`src/rtl/snn_ctrl_pkg.sv`:
```
// Shared types and constants for the SNN inference scheduler.
// States, class encodings and the vote fill-count width.
package snn_ctrl_pkg;

  typedef enum logic [1:0] {
    S_IDLE,
    S_ISSUE,
    S_WAIT,
    S_RESULT
  } sched_state_t;

  localparam logic CLASS_STRAIGHT = 1'b0;
  localparam logic CLASS_TURNING  = 1'b1;

  localparam int FILL_W = 4;

endpackage

```
`src/rtl/snn_desc_fifo.sv`:
```
// Frame descriptor queue: registered storage, full/empty flags.
// A word written this cycle is not visible on data_o until the next.
module snn_desc_fifo #(
  parameter int W     = 16,
  parameter int DEPTH = 4
) (
  input  logic         clk,
  input  logic         rst_n,
  input  logic         push_i,
  input  logic [W-1:0] data_i,
  input  logic         pop_i,
  output logic [W-1:0] data_o,
  output logic         full_o,
  output logic         empty_o
);

  localparam int AW = $clog2(DEPTH);

  logic [W-1:0]  mem_q [DEPTH];
  logic [AW-1:0] wptr_q, rptr_q;
  logic [AW:0]   cnt_q;
  logic          do_push, do_pop;

  assign full_o  = (cnt_q == (AW+1)'(DEPTH));
  assign empty_o = (cnt_q == '0);
  assign data_o  = mem_q[rptr_q];
  assign do_push = push_i & ~full_o;
  assign do_pop  = pop_i & ~empty_o;

  always_ff @(posedge clk or negedge rst_n) begin
    if (!rst_n) begin
      wptr_q <= '0;
      rptr_q <= '0;
      cnt_q  <= '0;
      for (int i = 0; i < DEPTH; i++) mem_q[i] <= '0;
    end else begin
      if (do_push) begin
        mem_q[wptr_q] <= data_i;
        wptr_q        <= wptr_q + 1'b1;
      end
      if (do_pop) rptr_q <= rptr_q + 1'b1;
      unique case ({do_push, do_pop})
        2'b10:   cnt_q <= cnt_q + 1'b1;
        2'b01:   cnt_q <= cnt_q - 1'b1;
        default: cnt_q <= cnt_q;
      endcase
    end
  end

endmodule

```
`src/rtl/snn_infer_scheduler.sv`:
```
// Runs the LIF FC readout core once per queued frame and majority-filters classes.
// Optional per-run watchdog: define SNN_SCHED_TIMEOUT_EN.
module snn_infer_scheduler
  import snn_ctrl_pkg::*;
#(
  parameter int ADDR_W         = 16,
  parameter int FIFO_DEPTH     = 4,
  parameter int VOTE_WIN       = 5,
  parameter int SEQ_W          = 8,
  parameter int TIMEOUT_CYCLES = 100000
) (
  input  logic              clk,
  input  logic              rst_n,
  input  logic              req_valid,
  output logic              req_ready,
  input  logic [ADDR_W-1:0] req_base,
  output logic              core_start,
  output logic [ADDR_W-1:0] core_base,
  input  logic              core_done,
  input  logic              core_class,
  output logic              res_valid,
  input  logic              res_ready,
  output logic              res_raw,
  output logic              res_filt,
  output logic [SEQ_W-1:0]  res_seq,
  output logic              res_tmo,
  output logic              busy
);

  sched_state_t state_q, state_d;
  logic [ADDR_W-1:0]   base_q, base_d;
  logic                dprev_q, dprev_d;
  logic                raw_q, raw_d;
  logic                filt_q, filt_d;
  logic [VOTE_WIN-1:0] hist_q, hist_d;
  logic [FILL_W-1:0]   fill_q, fill_d;
  logic [SEQ_W-1:0]    seq_q, seq_d;
  logic [FILL_W-1:0]   ones;
  logic                fifo_pop, fifo_full, fifo_empty;
  logic [ADDR_W-1:0]   fifo_data;

  snn_desc_fifo #(
    .W     (ADDR_W),
    .DEPTH (FIFO_DEPTH)
  ) u_fifo (
    .clk     (clk),
    .rst_n   (rst_n),
    .push_i  (req_valid),
    .data_i  (req_base),
    .pop_i   (fifo_pop),
    .data_o  (fifo_data),
    .full_o  (fifo_full),
    .empty_o (fifo_empty)
  );

`ifdef SNN_SCHED_TIMEOUT_EN
  logic [31:0] wdog_q, wdog_d;
  logic        tmo_q, tmo_d;

  always_ff @(posedge clk or negedge rst_n) begin
    if (!rst_n) begin
      wdog_q <= '0;
      tmo_q  <= 1'b0;
    end else begin
      wdog_q <= wdog_d;
      tmo_q  <= tmo_d;
    end
  end

  assign res_tmo = tmo_q;
`else
  assign res_tmo = 1'b0;
`endif

  always_ff @(posedge clk or negedge rst_n) begin
    if (!rst_n) begin
      state_q <= S_IDLE;
      base_q  <= '0;
      dprev_q <= 1'b0;
      raw_q   <= CLASS_STRAIGHT;
      filt_q  <= CLASS_STRAIGHT;
      hist_q  <= '0;
      fill_q  <= '0;
      seq_q   <= '0;
    end else begin
      state_q <= state_d;
      base_q  <= base_d;
      dprev_q <= dprev_d;
      raw_q   <= raw_d;
      filt_q  <= filt_d;
      hist_q  <= hist_d;
      fill_q  <= fill_d;
      seq_q   <= seq_d;
    end
  end

  always_comb begin
    state_d    = state_q;
    base_d     = base_q;
    dprev_d    = dprev_q;
    raw_d      = raw_q;
    filt_d     = filt_q;
    hist_d     = hist_q;
    fill_d     = fill_q;
    seq_d      = seq_q;
    ones       = '0;
    fifo_pop   = 1'b0;
    core_start = 1'b0;
`ifdef SNN_SCHED_TIMEOUT_EN
    wdog_d     = wdog_q;
    tmo_d      = tmo_q;
`endif
    unique case (state_q)
      S_IDLE: begin
        if (!fifo_empty) begin
          fifo_pop = 1'b1;
          base_d   = fifo_data;
          state_d  = S_ISSUE;
        end
      end
      S_ISSUE: begin
        core_start = 1'b1;
        dprev_d    = core_done;
        state_d    = S_WAIT;
`ifdef SNN_SCHED_TIMEOUT_EN
        wdog_d     = '0;
        tmo_d      = 1'b0;
`endif
      end
      S_WAIT: begin
        dprev_d = core_done;
        if (core_done && !dprev_q) begin
          raw_d     = core_class;
          hist_d[0] = core_class;
          for (int i = 1; i < VOTE_WIN; i++) hist_d[i] = hist_q[i-1];
          if (fill_q != FILL_W'(VOTE_WIN)) fill_d = fill_q + 1'b1;
          for (int i = 0; i < VOTE_WIN; i++) ones = ones + FILL_W'(hist_d[i]);
          // even fill with an exact tie keeps the previous decision
          if ({ones, 1'b0} > {1'b0, fill_d})      filt_d = CLASS_TURNING;
          else if ({ones, 1'b0} < {1'b0, fill_d}) filt_d = CLASS_STRAIGHT;
          state_d = S_RESULT;
`ifdef SNN_SCHED_TIMEOUT_EN
        end else if (wdog_q == 32'(TIMEOUT_CYCLES - 1)) begin
          tmo_d   = 1'b1;
          raw_d   = filt_q;
          state_d = S_RESULT;
        end else begin
          wdog_d = wdog_q + 1'b1;
`endif
        end
      end
      S_RESULT: begin
        if (res_ready) begin
          seq_d   = seq_q + 1'b1;
          state_d = S_IDLE;
        end
      end
      default: state_d = S_IDLE;
    endcase
  end

  assign req_ready = ~fifo_full;
  assign core_base = base_q;
  assign res_valid = (state_q == S_RESULT);
  assign res_raw   = raw_q;
  assign res_filt  = filt_q;
  assign res_seq   = seq_q;
  assign busy      = (state_q != S_IDLE) | ~fifo_empty;

endmodule

```
`config.mk`:
```
export PLATFORM = sky130hd
export DESIGN_NAME = snn_infer_scheduler
export DESIGN_NICKNAME = d
export VERILOG_FILES = /design/src/rtl/snn_ctrl_pkg.sv /design/src/rtl/snn_desc_fifo.sv /design/src/rtl/snn_infer_scheduler.sv
export SDC_FILE = /design/constraint.sdc
export NUM_CORES = 1
export LEC_CHECK = 0
export ABC_CLOCK_PERIOD_IN_PS = 2250
export CAP_MARGIN = 15
export CELL_PAD_IN_SITES_DETAIL_PLACEMENT = 1
export CELL_PAD_IN_SITES_GLOBAL_PLACEMENT = 1
export CORE_MARGIN = 3
export CORE_UTILIZATION = 42
export DETAILED_ROUTE_END_ITERATION = 10
export PLACE_DENSITY_LB_ADDON = 0.1
export SLEW_MARGIN = 20
export SYNTH_ARGS = -nofsm -noshare
export SYNTH_HDL_FRONTEND = slang
export SYNTH_SLANG_ARGS = --single-unit
```
`constraint.sdc`:
```
create_clock -name clk -period 2.25 [get_ports clk]
set_clock_uncertainty 0.1 [all_clocks]
set_input_delay 0.225 -clock clk [delete_from_list [all_inputs] [get_ports clk]]
set_output_delay 0.225 -clock clk [all_outputs]
set_load 0.01 [all_outputs]
```
* Word-level counts from Yosys, hierarchy flattened
Index checks and enable logic that the tools add are counted.
** Word-level totals
- Flip-flop bits (word level) :: 108
- Input bits :: 22
- Output and inout port bits :: 31
** Cells by class
- Add/subtract/negate cells :: 10
- Magnitude comparators :: 5
- Equal/unequal tests :: 10
- Multiplexer cells :: 19
- Bitwise operators :: 7
- Reductions and logical operators :: 14
** Operators by type and width (count)
- 64-bit bitwise mux :: 1
- 16-bit 2-to-1 mux :: 3
- 16-bit binary-select mux with 2-bit select :: 1
- 16-bit demux with 2-bit select :: 1
- 4-bit 2-to-1 mux :: 3
- 8-bit by 1-bit adder with 8-bit output, second input constant :: 1
- 2-bit case mux with 4 select lines :: 1
- 2-bit equality test, second input constant :: 3
- 3-bit greater-or-equal comparator, second input constant :: 2
- 2-bit 2-to-1 mux :: 3
- 2-bit NOT with 3-bit output :: 2
- 3-bit case mux with 2 select lines :: 1
- 2-bit AND reduction :: 3
- 3-bit AND reduction :: 2
- 2-bit nonzero test :: 3
- 5-bit by 4-bit greater-than comparator with 1-bit output :: 1
- 5-bit by 4-bit < comparator with 1-bit output :: 1
- 1-bit 2-to-1 mux :: 5
- 2-bit by 1-bit adder with 2-bit output, second input constant :: 2
- 3-bit by 1-bit adder with 4-bit output :: 1
- 4-bit by 1-bit adder with 4-bit output :: 1
- 4-bit by 1-bit adder with 4-bit output, second input constant :: 1
- 2-bit by 1-bit equality test with 1-bit output, second input constant :: 2
- 2-bit inequality test, second input constant :: 2
- 16 further kinds :: 19

* Depth between registers and ports, before layout
- Word-level depth :: 7
- Mapped depth :: 11
- Mapped depth without buffers :: 10

* Hierarchy
Synthesis repeated with hierarchy kept, for this count alone.
** Second synthesis, totals
- Cell total of the unflattened synthesis :: 336
- Area, all modules :: 4914.7 um^2
** By module, submodules not included
- snn_desc_fifo :: times used 1, cells an instance 192, area each 3188.1 um^2, sequential area each 1776.7 um^2
- snn_infer_scheduler :: times used 1, cells an instance 144, area each 1726.7 um^2, sequential area each 900.9 um^2

* Least setup slack after synthesis
OpenSTA, ideal clock, no wires.
- Path type :: register to register
- Start :: reg hist_q[0]
- End :: reg filt_q (netlist: res_filt)
- Library setup time :: 128 ps
- Data arrival time :: 2199 ps
- Setup slack :: -177 ps
- Cell stages (with the launch flop) :: 10
- Clock period less this slack :: 2427 ps
- Path through :: dfrtp_1 -> inv_1 -> fa_1 -> fa_1 -> inv_1 -> ha_1 -> ha_1 -> a21o_1 -> a21oi_1 -> mux2i_1
** Between the ends
- Word-level cells in the longest chain between the ends :: 7
- Elaborated cells between the ends (all ways) :: 9
- Classes of those cells :: add/sub (4); order compare (2); mux (1); reduce/logical (2)
** Ends and longest elaborated chain
- start, declared :: line snn_infer_scheduler.sv:35 : logic [VOTE_WIN-1:0] hist_q, hist_d;
- start signal, assigned :: line snn_infer_scheduler.sv:91 : hist_q <= hist_d;
- 1-bit by 1-bit adder with 2-bit output * :: line snn_infer_scheduler.sv:137 : for (int i = 0; i < VOTE_WIN; i++) ones = ones + FILL_W'(hist_d[i]);
- 2-bit by 1-bit adder with 3-bit output * :: line snn_infer_scheduler.sv:137
- 3-bit by 1-bit adder with 4-bit output * :: line snn_infer_scheduler.sv:137
- 4-bit by 1-bit adder with 4-bit output * :: line snn_infer_scheduler.sv:137
- 5-bit by 4-bit greater-than comparator with 1-bit output / 5-bit by 4-bit < comparator with 1-bit output (equally long branches) :: line snn_infer_scheduler.sv:139, snn_infer_scheduler.sv:140
- 2-bit nonzero test (no line)
- 3-bit AND reduction (no line)
- end signal, assigned :: line snn_infer_scheduler.sv:90 : filt_q <= filt_d;
- end, declared :: line snn_infer_scheduler.sv:34 : logic filt_q, filt_d;
Every way passes the cells marked *; elsewhere a longest branch is shown, timed or not.
A chain may end at the register's enable or synchronous reset.

* Worst setup path in the final report
- Start :: in core_class
- End :: reg filt_q (netlist: res_filt)
** Between the ends
- Word-level cells in the longest chain between the ends :: 7
- Elaborated cells between the ends (all ways) :: 9
- Classes of those cells :: add/sub (4); order compare (2); mux (1); reduce/logical (2)
** Ends and longest elaborated chain
- start, declared :: line snn_infer_scheduler.sv:20 : input logic core_class,
- 1-bit by 1-bit adder with 2-bit output * :: line snn_infer_scheduler.sv:137
- 2-bit by 1-bit adder with 3-bit output * :: line snn_infer_scheduler.sv:137
- 3-bit by 1-bit adder with 4-bit output * :: line snn_infer_scheduler.sv:137
- 4-bit by 1-bit adder with 4-bit output * :: line snn_infer_scheduler.sv:137
- 5-bit by 4-bit greater-than comparator with 1-bit output / 5-bit by 4-bit < comparator with 1-bit output (equally long branches) :: line snn_infer_scheduler.sv:139, snn_infer_scheduler.sv:140
- 2-bit nonzero test (no line)
- 3-bit AND reduction (no line)
Marked as above.

==> reports/results.ini <==
[run_status]
status = finished with violations
violations = setup timing

[sta]
timing.fmax_ghz = 0.427
finalSetupTns_ns = -0.0945
rsz0062_at_grt = true
fin_crit_ns = 2.34
worst_slew_pin_slew_ns = 0.531
setup_viol = 1
maxSlewHeadroom = 0.646
worst_slack_ns = -0.0945
finalHoldViolCount = 0
report.final.slew_viol_count = 0
fin_crit_sh = 1.04

[cts]
htreeDepth = 3
cts_tree = built
clockBufferDepth = 2
path_clk_slew_ns = 0.07
cts_buffers = 9
root_buffer = clkbuf_16
clk_latency_ns = 0.35
cts_num_sinks = 107

[worst_setup_path]
crit_path_start_kind = input port
crit_slowest_cell = fa_1
critPathArrivalTime_ns = 2.47
end_kind = register
cp_common_cell = ha_4
crit_path_max_incr_delay_ns = 0.50
timing.critical_path.buf_inv = 3
path_max_fanout = 2
required_ns = 2.38
crit_chain = clkdlybuf4s50_1 > inv_1 > fa_1 > fa_2 > inv_2 > ha_4 > ha_4 > a21o_1 > a21oi_2 > mux2i_1
critPathKind = input port to register
cp_top_family = adder cells

[floorplanning]
core_area_mm2 = 0.0116
die_h_um = 116
rows = 39
initial_core_util = 0.435
ioPinCount = 53
die_w_um = 116
dieArea_mm2 = 0.0134

[final_layout]
layout-drive-gt1-share = 0.303
layout_commonest_cell = dfrtp_1
n_fill_cell = 1136
fin_nets = 473
syn2layout_area_growth_pct = 22.0
instances_no_fill = 578
diodes = 0
layout_common_cells = dfrtp_1 (107), nand2_1 (62), clkdlybuf4s50_1 (49)

[drt]
ant_nets = 0
drt-total-wl_um = 10500
vias = 3025
routedWlPerCell_um = 18.2
drtIter0Drc = 154
firstDrtPassIters = 4
drt-vias-per-instance = 5.23
drc = 0

[logic_synthesis]
synthAdderAreaFrac = 0.0539
synthMuxAreaShare = 0.252
synth_cells = 367
synth_cell_types = 36
synth_compound_area_frac = 0.0265
syn_avg_cell_area_um2 = 13.8
synth_xor_xnor_area_share = 0.0277
yosysSeqAreaShare = 0.529
synthSimpleGateAreaFrac = 0.0762
synth_top_family_by_area = multiplexers
ys_warn_count = 0
yosys_register_bits = 107
synth_nets = 409
synthesis.area_mm2 = 0.00506

[grt]
gr-total-overflow = 0
antenna_found_initial = 0
grt_pass1_wl_um = 17600
grt_pass1_vias = 3314
grt_use_total = 0.173
grt_max_degree = 43

[pwr]
p_seq_frac = 0.370
netSwitchingFraction = 0.335
p_int_uw = 6320
power_uw = 9510
p_per_area_mw_per_mm2 = 1540
leakage_uw = 0.00289
p_clk_frac = 0.167
ir_drop_mv = 0.769
p_switching_uw = 3190
pwr-share-comb = 0.462

[placement]
numPortBuffers = 51
place_congestion = 0.729
dp_cells = 559
hpwlAfterDp_um = 7000

[flow_run]
maxCapViolCount = 0

[hold_path]
hold_path_class = input port to asynchronous set/reset pin

[power by group through the flow]
stage	combinational [uW]	clock, uW	sequential [uW]
final	4400	1590	3520
after global routing	4870	1740	3670
after CTS	4330	1650	3530
after detailed placement	4190	0	3560
after global placement	4050	0	3500
after floorplan	2980	0	3430
[synthesized netlist by cell type]
cell type	n	area share
buf_2	3	0.0030
nand2_1	62	0.046
inv_1	21	0.016
inv_2	1	0.00074
dfrtp_1	107	0.53
nor2_1	7	0.0052
nand3_1	2	0.0020
and3b_1	1	0.0017
buf_6	4	0.0089
nor2_2	1	0.0012
nand4_1	2	0.0025
mux4_2	16	0.071
nand2_4	4	0.0089
mux2i_1	1	0.0020
o32a_1	1	0.0020
a41oi_1	1	0.0017
or4_1	1	0.0015
o31ai_2	1	0.0025
or4b_1	1	0.0020
a31oi_1	1	0.0012
conb_1	1	0.00074
buf_4	2	0.0030
nand2b_1	1	0.0012
mux2_4	40	0.12
a21boi_4	1	0.0037
nand3b_1	2	0.0030
o21ai_0	9	0.0089
mux2_2	27	0.060
xor2_1	5	0.0087
nor3_1	1	0.00099
xnor2_1	11	0.019
ha_1	17	0.042
clkbuf_1	3	0.0022
fa_1	3	0.012
a21o_1	1	0.0015
a21oi_1	5	0.0049
[sequential cells by signal, indices dropped and copies added, names as in the netlist]
name	cells
res_filt	1
hist_q	4
state_q	2
res_seq	8
u_fifo.rptr_q	2
u_fifo.wptr_q	2
u_fifo.mem_q	64
dprev_q	1
u_fifo.cnt_q	3
fill_q	4
core_base	16
[stage by stage]
stage               setup WS, ns   util  cell area, um2  hold WS (ns)
floorplan                -0.0941      -            5080        -0.171
global placement          -0.479  0.497            5770         0.148
detailed placement        -0.543  0.497            5770         0.147
CTS                      -0.0723  0.527            6110         0.309
global route              -0.192  0.531            6170         0.350
finish                   -0.0945  0.531            6170         0.289
[kinds of logic (layout without fill, tap and decap cells)]
| family | Yosys count | after routing |
|---|---|---|
| adder cells (fa/ha/maj) | 20 | 20 |
| AO/OA/AOI/OAI | 20 | 20 |
| XOR/XNOR | 16 | 16 |
| multiplexers | 84 | 84 |
| flip-flops | 107 | 107 |
| buffers and inverters | 34 | 102 |
| other | 1 | 1 |
| AND/OR/NAND/NOR | 85 | 85 |
[final timing paths]
kind	from	to	slack [ns]	cells after the start
max	core_class	res_filt	-0.09	10
max in group asynchronous	rst_n	core_base[10]	1.11	3
min in group clk	res_seq[7]	res_seq[7]	0.37	1
min	rst_n	res_filt	0.29	2
min reg2reg	res_seq[7]	res_seq[7]	0.37	1
max reg2reg	hist_q[0]	res_filt	-0.09	9
[area by class of cell]
class | instances | area (um2) | share of cell area
Clock inverter | 4 | 51.3 | 0.00832
Timing Repair Buffer | 65 | 639 | 0.104
Multi-Input combinational cell | 226 | 2300 | 0.372
Sequential cell | 107 | 2680 | 0.434
Inverter | 22 | 82.6 | 0.0134
Clock buffer | 11 | 243 | 0.0394
Tap cell | 143 | 179 | 0.0290
[metal layers]
| metal | up-vias | GRT usage | wire length, um |
|---|---|---|---|
| met5 | - | 0 | 0 |
| met4 | 0 | 0.0402 | 151 |
| met3 | 14 | 0.0507 | 399 |
| met2 | 44 | 0.292 | 5280 |
| met1 | 1588 | 0.221 | 4680 |
| li1 | 1379 | - | - |
[what timing repair did]
action                                 CTS  global route
hold buffers                             1             0
setup endpoints to repair                2             3
resized for setup                        5             5
pin swaps                                2             6
endpoints found under the hold margin   35             0
buffers inserted                         1             2
(Power assumes the default switching activity.)
